### config.mk
export PLATFORM = sky130hd
export DESIGN_NAME = edc_secded_unit
export DESIGN_NICKNAME = d
export VERILOG_FILES = /design/src/rtl/edc_pkg.sv /design/src/rtl/edc_syndrome_decode.sv /design/src/rtl/edc_secded_unit.sv
export SDC_FILE = /design/constraint.sdc
export NUM_CORES = 1
export LEC_CHECK = 0
export CAP_MARGIN = 30
export CORE_MARGIN = 2
export CORE_UTILIZATION = 44
export CTS_CLUSTER_DIAMETER = 150
export CTS_CLUSTER_SIZE = 25
export DETAILED_ROUTE_END_ITERATION = 16
export DONT_BUFFER_PORTS = 1
export GPL_TIMING_DRIVEN = 0
export SYNTH_ARGS = -nofsm -noshare
export SYNTH_HDL_FRONTEND = slang
export SYNTH_SLANG_ARGS = --single-unit
### constraint.sdc
create_clock -name i_clk -period 1.2 [get_ports i_clk]
set_clock_uncertainty 0.2 [all_clocks]
set_input_delay 0.12 -clock i_clk [delete_from_list [all_inputs] [get_ports i_clk]]
set_output_delay 0.12 -clock i_clk [all_outputs]
set_load 0.01 [all_outputs]
### src/rtl/edc_pkg.sv
`default_nettype none
// ============================================================================
// Module      : edc_pkg
// Description : Shared widths, SECDED check-matrix columns and the check-code
//               generator function for the 32-bit / 8-bit EDC unit.
//               COL[j] is the j-th smallest 8-bit value of Hamming weight 3.
//               Bit 7 is never set in any column, so generated codes always
//               have bit 7 cleared.
// Revision    : 1.0 - initial release
// ============================================================================
package edc_pkg;

    localparam int DATA_W = 32;
    localparam int ECC_W  = 8;

    localparam logic [ECC_W-1:0] COL [0:DATA_W-1] = '{
        8'h07, 8'h0B, 8'h0D, 8'h0E, 8'h13, 8'h15, 8'h16, 8'h19,
        8'h1A, 8'h1C, 8'h23, 8'h25, 8'h26, 8'h29, 8'h2A, 8'h2C,
        8'h31, 8'h32, 8'h34, 8'h38, 8'h43, 8'h45, 8'h46, 8'h49,
        8'h4A, 8'h4C, 8'h51, 8'h52, 8'h54, 8'h58, 8'h61, 8'h62
    };

    // Each set data bit contributes its column to the code. This unrolls into
    // one XOR tree per check bit.
    function automatic logic [ECC_W-1:0] compute_ecc(input logic [DATA_W-1:0] data);
        logic [ECC_W-1:0] ecc;
        ecc = '0;
        for (int j = 0; j < DATA_W; j++) begin
            if (data[j]) begin
                ecc = ecc ^ COL[j];
            end
        end
        return ecc;
    endfunction

endpackage : edc_pkg
`default_nettype wire

### src/rtl/edc_syndrome_decode.sv
`default_nettype none
// ============================================================================
// Module      : edc_syndrome_decode
// Description : Combinational SECDED syndrome decoder.
//               A syndrome matching a data column flips that data bit; a
//               weight-1 syndrome is a check-bit error (data untouched);
//               any other nonzero syndrome is uncorrectable.
// Ports       : i_syndrome          - computed code XOR stored code
//               i_data              - data word as read
//               o_data              - corrected data word
//               o_error_detected    - syndrome nonzero
//               o_uncorrected_error - nonzero syndrome that cannot be fixed
// Revision    : 1.0 - initial release
// ============================================================================
module edc_syndrome_decode
    import edc_pkg::*;
(
    input  logic [ECC_W-1:0]  i_syndrome,
    input  logic [DATA_W-1:0] i_data,
    output logic [DATA_W-1:0] o_data,
    output logic              o_error_detected,
    output logic              o_uncorrected_error
);

    logic [DATA_W-1:0] w_flip;
    logic              w_data_hit;
    logic              w_check_hit;

    // Columns are unique, so at most one bit of w_flip can be set.
    genvar j;
    generate
        for (j = 0; j < DATA_W; j++) begin : g_col_match
            assign w_flip[j] = (i_syndrome == COL[j]);
        end
    endgenerate

    assign w_data_hit  = |w_flip;
    // Power-of-two test: exactly one bit set.
    assign w_check_hit = (i_syndrome != '0) &&
                         ((i_syndrome & (i_syndrome - ECC_W'(1))) == '0);

    assign o_data              = i_data ^ w_flip;
    assign o_error_detected    = (i_syndrome != '0);
    assign o_uncorrected_error = o_error_detected && !w_data_hit && !w_check_hit;

endmodule : edc_syndrome_decode
`default_nettype wire

### src/rtl/edc_secded_unit.sv
`default_nettype none
// ============================================================================
// Module      : edc_secded_unit
// Description : SECDED error detection/correction unit, 32-bit data with an
//               8-bit check code. Write mode emits the check code to store;
//               read mode emits the syndrome, corrects single data-bit errors
//               and flags uncorrectable errors. One output register stage,
//               one new input per cycle.
// Ports       : i_clk               - clock, rising edge
//               i_reset             - asynchronous active-high reset
//               i_write_enabled     - 1 = generate code, 0 = check/correct
//               i_data              - data word
//               i_ecc               - stored check code (read mode only)
//               o_ecc_syndrome      - write: check code; read: syndrome
//               o_data              - corrected data (write: i_data)
//               o_error_detected    - read-mode nonzero syndrome
//               o_uncorrected_error - read-mode uncorrectable error
// Revision    : 1.0 - initial release
// ============================================================================
module edc_secded_unit
    import edc_pkg::*;
(
    input  logic              i_clk,
    input  logic              i_reset,
    input  logic              i_write_enabled,
    input  logic [DATA_W-1:0] i_data,
    input  logic [ECC_W-1:0]  i_ecc,
    output logic [ECC_W-1:0]  o_ecc_syndrome,
    output logic [DATA_W-1:0] o_data,
    output logic              o_error_detected,
    output logic              o_uncorrected_error
);

    logic [ECC_W-1:0]  w_gen_ecc;
    logic [ECC_W-1:0]  w_read_syn;
    logic [DATA_W-1:0] w_dec_data;
    logic              w_dec_detected;
    logic              w_dec_uncorrected;

    logic [ECC_W-1:0]  w_nxt_syn;
    logic [DATA_W-1:0] w_nxt_data;
    logic              w_nxt_detected;
    logic              w_nxt_uncorrected;

    logic [ECC_W-1:0]  r_syn;
    logic [DATA_W-1:0] r_data;
    logic              r_detected;
    logic              r_uncorrected;

    assign w_gen_ecc  = compute_ecc(i_data);
    assign w_read_syn = w_gen_ecc ^ i_ecc;

    edc_syndrome_decode u_decode (
        .i_syndrome          (w_read_syn),
        .i_data              (i_data),
        .o_data              (w_dec_data),
        .o_error_detected    (w_dec_detected),
        .o_uncorrected_error (w_dec_uncorrected)
    );

    // Write mode bypasses the decoder entirely: i_ecc is ignored.
    always_comb begin
        w_nxt_syn         = w_gen_ecc;
        w_nxt_data        = i_data;
        w_nxt_detected    = 1'b0;
        w_nxt_uncorrected = 1'b0;
        if (!i_write_enabled) begin
            w_nxt_syn         = w_read_syn;
            w_nxt_data        = w_dec_data;
            w_nxt_detected    = w_dec_detected;
            w_nxt_uncorrected = w_dec_uncorrected;
        end
    end

    always_ff @(posedge i_clk or posedge i_reset) begin
        if (i_reset) begin
            r_syn         <= '0;
            r_data        <= '0;
            r_detected    <= 1'b0;
            r_uncorrected <= 1'b0;
        end else begin
            r_syn         <= w_nxt_syn;
            r_data        <= w_nxt_data;
            r_detected    <= w_nxt_detected;
            r_uncorrected <= w_nxt_uncorrected;
        end
    end

    assign o_ecc_syndrome      = r_syn;
    assign o_data              = r_data;
    assign o_error_detected    = r_detected;
    assign o_uncorrected_error = r_uncorrected;

endmodule : edc_secded_unit
`default_nettype wire

Yosys cells after proc, flatten, opt, wreduce, memory -nomap -nowiden

Index checks and enable logic that the tools add are counted.

Register bits after elaboration: 42
Output and inout bits: 42
Input port bits: 43

Bitwise gates (word level): 34
Reductions and logical operators: 8
Equal/unequal tests: 32
Mux-type cells: 36
Add/sub/neg operators: 1

Operators with widths:

| kind                | number |
|---|---|
| $eq 8x7->1 const B  | 12 |
| $not 3->3           | 31 |
| $mux 7              | 12 |
| $eq 8x6->1 const B  | 10 |
| $mux 6              | 10 |
| $eq 8x5->1 const B  | 6 |
| $mux 32             | 1 |
| $reduce_or 32->1    | 1 |
| $xor 32x32->32      | 1 |
| $mux 5              | 6 |
| $eq 8x4->1 const B  | 3 |
| $mux 4              | 3 |
| $and 8x8->8         | 1 |
| $eq 8x3->1 const B  | 1 |
| $logic_not 8->1     | 1 |
| $mux 8              | 1 |
| $reduce_bool 8->1   | 1 |
| $sub 8x1->8 const B | 1 |
| $xor 8x8->8         | 1 |
| $logic_and 1x1->1   | 3 |
| $mux 3              | 1 |
| $logic_not 1->1     | 2 |
| $mux 1              | 2 |

Logic depth before layout (Yosys ltp)

Depth after elaboration: 71
Gate-level depth with buffers: 11
Gate-level depth less buffers: 9

Modules after synthesis

From an unflattened synthesis, not the netlist that was laid out.

Cells, all modules: 317
Area, all modules: 3339.5 um2

Modules (own cells, without submodules):

| module              | seq. area each (um2) | area an instance (um2) | cells an instance | instances |
|---|---|---|---|---|
| edc_secded_unit     | 1051.0               | 2308.5                 | 156               | 1 |
| edc_syndrome_decode | 0.0                  | 1031.0                 | 161               | 1 |

Worst setup path before layout

Ideal clock, no wire load.

Kind: input to register
Start point: input i_data[16]
End point: register r_uncorrected (netlist: o_uncorrected_error)
Cell stages on the path: 8
Arrival time: 2.531 ns
Buffers on the path: 0
Path slack: -1.612 ns
Path through: xnor3_2 xnor2_1 xnor3_2 xor2_2 nor3_1 a211o_1 or4_4 nor3_2

Word-level cells in the longest chain between the ends: 31
Elaborated cells between the ends (all ways): 72
Classes of those cells: add/sub: 1; eq/ne: 32; mux: 17; bitwise: 14; reduce/logical: 8

Ends and longest elaborated chain:

| element                     | line                      | source |
|---|---|---|
| from (decl)                 | edc_secded_unit.sv:26     | `input logic [DATA_W-1:0] i_data,` |
| $mux 6 *                    | edc_pkg.sv:29             | `if (data[j]) begin` |
| $not 3->3 (no line)         | --                        |  |
| $mux 6 *                    | edc_pkg.sv:29             |  |
| $not 3->3 (no line)         | --                        |  |
| $mux 6 *                    | edc_pkg.sv:29             |  |
| $not 3->3 (no line)         | --                        |  |
| $mux 6 *                    | edc_pkg.sv:29             |  |
| $mux 7 * (6 in a row)       | edc_pkg.sv:29             |  |
| [... 11 more ...]           | --                        |  |
| $sub 8x1->8                 | edc_syndrome_decode.sv:40 | `((i_syndrome & (i_syndrome - ECC_W'(1))) == '0);` |
| $and 8x8->8                 | edc_syndrome_decode.sv:40 |  |
| $logic_not 8->1             | edc_syndrome_decode.sv:40 |  |
| $logic_and 1x1->1           | edc_syndrome_decode.sv:39 | `assign w_check_hit = (i_syndrome != '0) &&` |
| $logic_not 1->1             | edc_syndrome_decode.sv:44 | `assign o_uncorrected_error = o_error_detected && !w_data_hit && !w_check_hit;` |
| $logic_and 1x1->1 *         | edc_syndrome_decode.sv:44 |  |
| $mux 1 *                    | edc_secded_unit.sv:67     | `if (!i_write_enabled) begin` |
| named net w_nxt_uncorrected | edc_secded_unit.sv:43     | `logic w_nxt_uncorrected;` |
| to (signal assigned)        | edc_secded_unit.sv:85     | `r_uncorrected <= w_nxt_uncorrected;` |
| to (decl)                   | edc_secded_unit.sv:48     | `logic r_uncorrected;` |

The timed path passes the listed nets; every way through them passes the cells marked *.

Worst setup path after layout

Start point: input i_data[15]
End point: register r_uncorrected (netlist: o_uncorrected_error)

Word-level cells in the longest chain between the ends: 31
Elaborated cells between the ends (all ways): 74
Classes of those cells: add/sub: 1; eq/ne: 32; mux: 18; bitwise: 15; reduce/logical: 8

Ends and longest elaborated chain:

| element                     | line |
|---|---|
| $mux 6 *                    | edc_pkg.sv:29 |
| $not 3->3 (no line)         | -- |
| $mux 6 *                    | edc_pkg.sv:29 |
| $not 3->3 (no line)         | -- |
| $mux 6 *                    | edc_pkg.sv:29 |
| $not 3->3 (no line)         | -- |
| $mux 6 *                    | edc_pkg.sv:29 |
| $not 3->3 (no line)         | -- |
| [... 16 more ...]           | -- |
| $sub 8x1->8                 | edc_syndrome_decode.sv:40 |
| $and 8x8->8                 | edc_syndrome_decode.sv:40 |
| $logic_not 8->1             | edc_syndrome_decode.sv:40 |
| $logic_and 1x1->1           | edc_syndrome_decode.sv:39 |
| $logic_not 1->1             | edc_syndrome_decode.sv:44 |
| $logic_and 1x1->1 *         | edc_syndrome_decode.sv:44 |
| $mux 1 *                    | edc_secded_unit.sv:67 |
| named net w_nxt_uncorrected | edc_secded_unit.sv:43 |

Marked as above.

==> run_results.csv <==
group,metric,value,unit
pwr,ir_drop,1.863,mV
critical_path,cp_top_family,"XOR/XNOR gates",
timing,final-hold-violation-count,42,
detailed_routing,vias,2723,
clocking,hold_buffers,37,
timing,max_freq,0.3921,GHz
critical_path,end_kind,"flip-flop",
logic_synthesis,synth_edf_count,0,
die,core_area,7137,µm²
final_layout,antennaDiodeCount,0,
pwr,power.density,2352,nW/µm²
logic_synthesis,synthDistinctLibCells,48,
detailed_routing,post_drt_wl_per_cell,20.25,µm
logic_synthesis,yosysWarnings,0,
status,violations,"hold timing, setup timing",
logic_synthesis,synth_top_area_share,32.84,%
critical_path,cp-start-kind,"input pin",
final_layout,nFillCells,479,
critical_path,crit_top_cell,"xnor2_2",
logic_synthesis,ys_seq_area_share,32.84,%
status,status,"finished, violations left",
detailed_routing,ant_nets,0,
detailed_routing,routed_via_density,5.350,
die,initial_core_util,44.85,%
final_layout,area_delta_synth_final,62.28,%
timing,worst_hold_slack,-342.3,ps
die,die_area,7972,µm²
final_layout,layout.area.seq,1051,µm²
grt,overflow,0,
timing,tightest_slew,906.1,ps
detailed_routing,drc,0,
die,fp-row-count,31,
logic_synthesis,syn_area,3201,µm²
logic_synthesis,yosysMostFrequentCell,"xnor2_1",
logic_synthesis,ys.flop_type,"dfrtp_1",
pwr,p_leak,2.119,nW
detailed_routing,wl,10.31,mm
place,dp_hpwl,6.431,mm
logic_synthesis,syn_avg_cell_area,10.43,µm²
detailed_routing,first_pass_iters,4,
logic_synthesis,postSynthCellCount,307,
critical_path,worstSetupPathType,"in -> reg",
logic_synthesis,ys_ff_latch,42,
critical_path,required,1220,ps
logic_synthesis,synth_fp_nets,350,
clocking,clk_pin_slew_worst_paths,90,ps
grt,grt_use_total,24.64,%
place,routabilityCongestion,0.9102,
final_layout,drive_gt1_share,45.37,%
grt,grt_start_max_net_pins,43,
clocking,cts.path.max_buffers,2,
hold_path,hold_class,"in -> async",
grt,grt_pass1_wl,14.46,mm
timing,period_minus_slack,2550,ps
clocking,root_buffer,"clkbuf_8",
timing,slew_violations,0,
clocking,clock_sinks,42,
logic_synthesis,yosys-top-cells-area,"dfrtp_1 33%, xnor2_1 24%, xnor3_1 6.3%",
final_layout,fin_nets,452,
critical_path,critPathMaxStageDelay,440,ps
timing,setup_violations,39,
clocking,cts_tree,"built",
logic_synthesis,netlist_top_cells_count,"88 x xnor2_1, 42 x dfrtp_1, 39 x nand2_1, 20 x nor2_1, 12 x nor3_1",
timing,finalCritPeriodShare,212.5,%
timing,slew_headroom,39.47,%
die,fp.dieW,89.29,µm
logic_synthesis,ys_async_sr_fraction,100.0,%
grt,antenna_found_initial,0,
place,port_buffers,0,
critical_path,critPathArrivalTime,2570,ps
logic_synthesis,yosys.area.top_type,"dfrtp_1",
timing,rsz0062_at_grt,"yes",
critical_path,crit_path_top_delay_cell,"or4_4",
run,maxCapViolCount,0,
final_layout,design_area,5194,µm²
clocking,htree_levels,2,
critical_path,crit_fanout,5,
place,placed_area,3541,µm²
timing,finalSetupTns,-36390,ps
timing,worst_slack,-1350,ps
die,ios,85,
detailed_routing,drt-initial-drc-count,153,
critical_path,critPathBufInv,3,
grt,grt_pass1_vias,2627,
die,die_h,89.29,µm
clocking,cts_buffers,5,
critical_path,cp_cell_sequence,"xnor3_1, buf_4, xnor2_2, xnor2_2, xnor2_2, buf_6, or2_1, buf_6, nor2_4, a211o_1, or4_4, nor3_4",
final_layout,multi_input_area,2867,µm²
## cells in the final DEF (no fill, tap or decap), drive strengths merged, types with 4 or more instances in the layout
cell          n
or2           4
nor2b         7
xnor2        97
or3           5
nand2        39
dlygate4sd3  36
xor2         10
xnor3        12
clkbuf       10
nor4          4
nand3         5
nor3         13
nand2b        4
dfrtp        42
a21oi         4
nor2         21
buf          62
## per-stage QoR
step	std cells	util (%)	worst slack (ps)	hold WS (ps)	power, mW
after floorplan	307	-	-1514	-88.47	5.947
after global placement	406	49.61	-1868	-0.4289	6.967
after detailed placement	406	49.61	-1878	9.705	6.960
after CTS	480	63.97	-1433	-310.8	10.18
after global routing	509	72.77	-1418	-252.6	12.81
final	509	72.77	-1350	-342.3	12.22
## area by class of cell
type | count | share of cell area (%)
timing repair buffer | 94 | 17.95
clock inverter | 2 | 0.2409
tap | 99 | 2.385
sequential | 42 | 20.24
clock buffer | 6 | 1.590
buffer | 9 | 2.265
inverter | 1 | 0.1445
multi-input combinational | 256 | 55.19
## report_power, final
part / leakage [nW] / internal [mW] / switching [mW] / total [mW]
registers: 0.491 / 1.64 / 0.197 / 1.84
clock network: 0.0472 / 0.463 / 0.519 / 0.982
logic: 1.58 / 4.80 / 4.60 / 9.40
## worst max-delay path by stage
stage                                endpoint  depth (start not counted)  startpoint
after global placement    o_uncorrected_error                         10  i_data[15]
after global routing      o_uncorrected_error                          9   i_data[5]
after CTS                 o_uncorrected_error                         10   i_data[2]
after detailed placement  o_uncorrected_error                         10  i_data[15]
after floorplan           o_uncorrected_error                          9  i_data[15]
final                     o_uncorrected_error                         12  i_data[15]
## what timing repair did
item | in CTS | in global routing
pin swaps | 34 | 39
setup buffers | 28 | 29
gates resized for setup | 70 | 75
setup endpoints to repair | 39 | 41
cloned | 1 | 1
hold endpoints to repair | 82 | 42
## per-layer routing
metal | wire length (µm) | global-route usage [%] | vias to the layer above
met5 | 0 | 0 | -
met4 | 283 | 8.141 | 0
met3 | 540 | 3.970 | 19
met2 | 5385 | 41.82 | 116
met1 | 4096 | 32.10 | 1359
li1 | - | - | 1229
## kinds of logic after synthesis
family,Yosys count,synth area share (%)
buffers and inverters,10,1.407
DFF,42,32.84
muxes,1,0.3128
and+or+nand+nor,110,16.85
AOI/OAI and AO/OA,23,5.043
xor gates and xnor gates,121,43.55
## registers in the layout, summed over array words and instances, names as in the netlist
register and cells:
o_data 32, o_ecc_syndrome 8, o_error_detected 1, o_uncorrected_error 1
(Power assumes the default switching activity.)
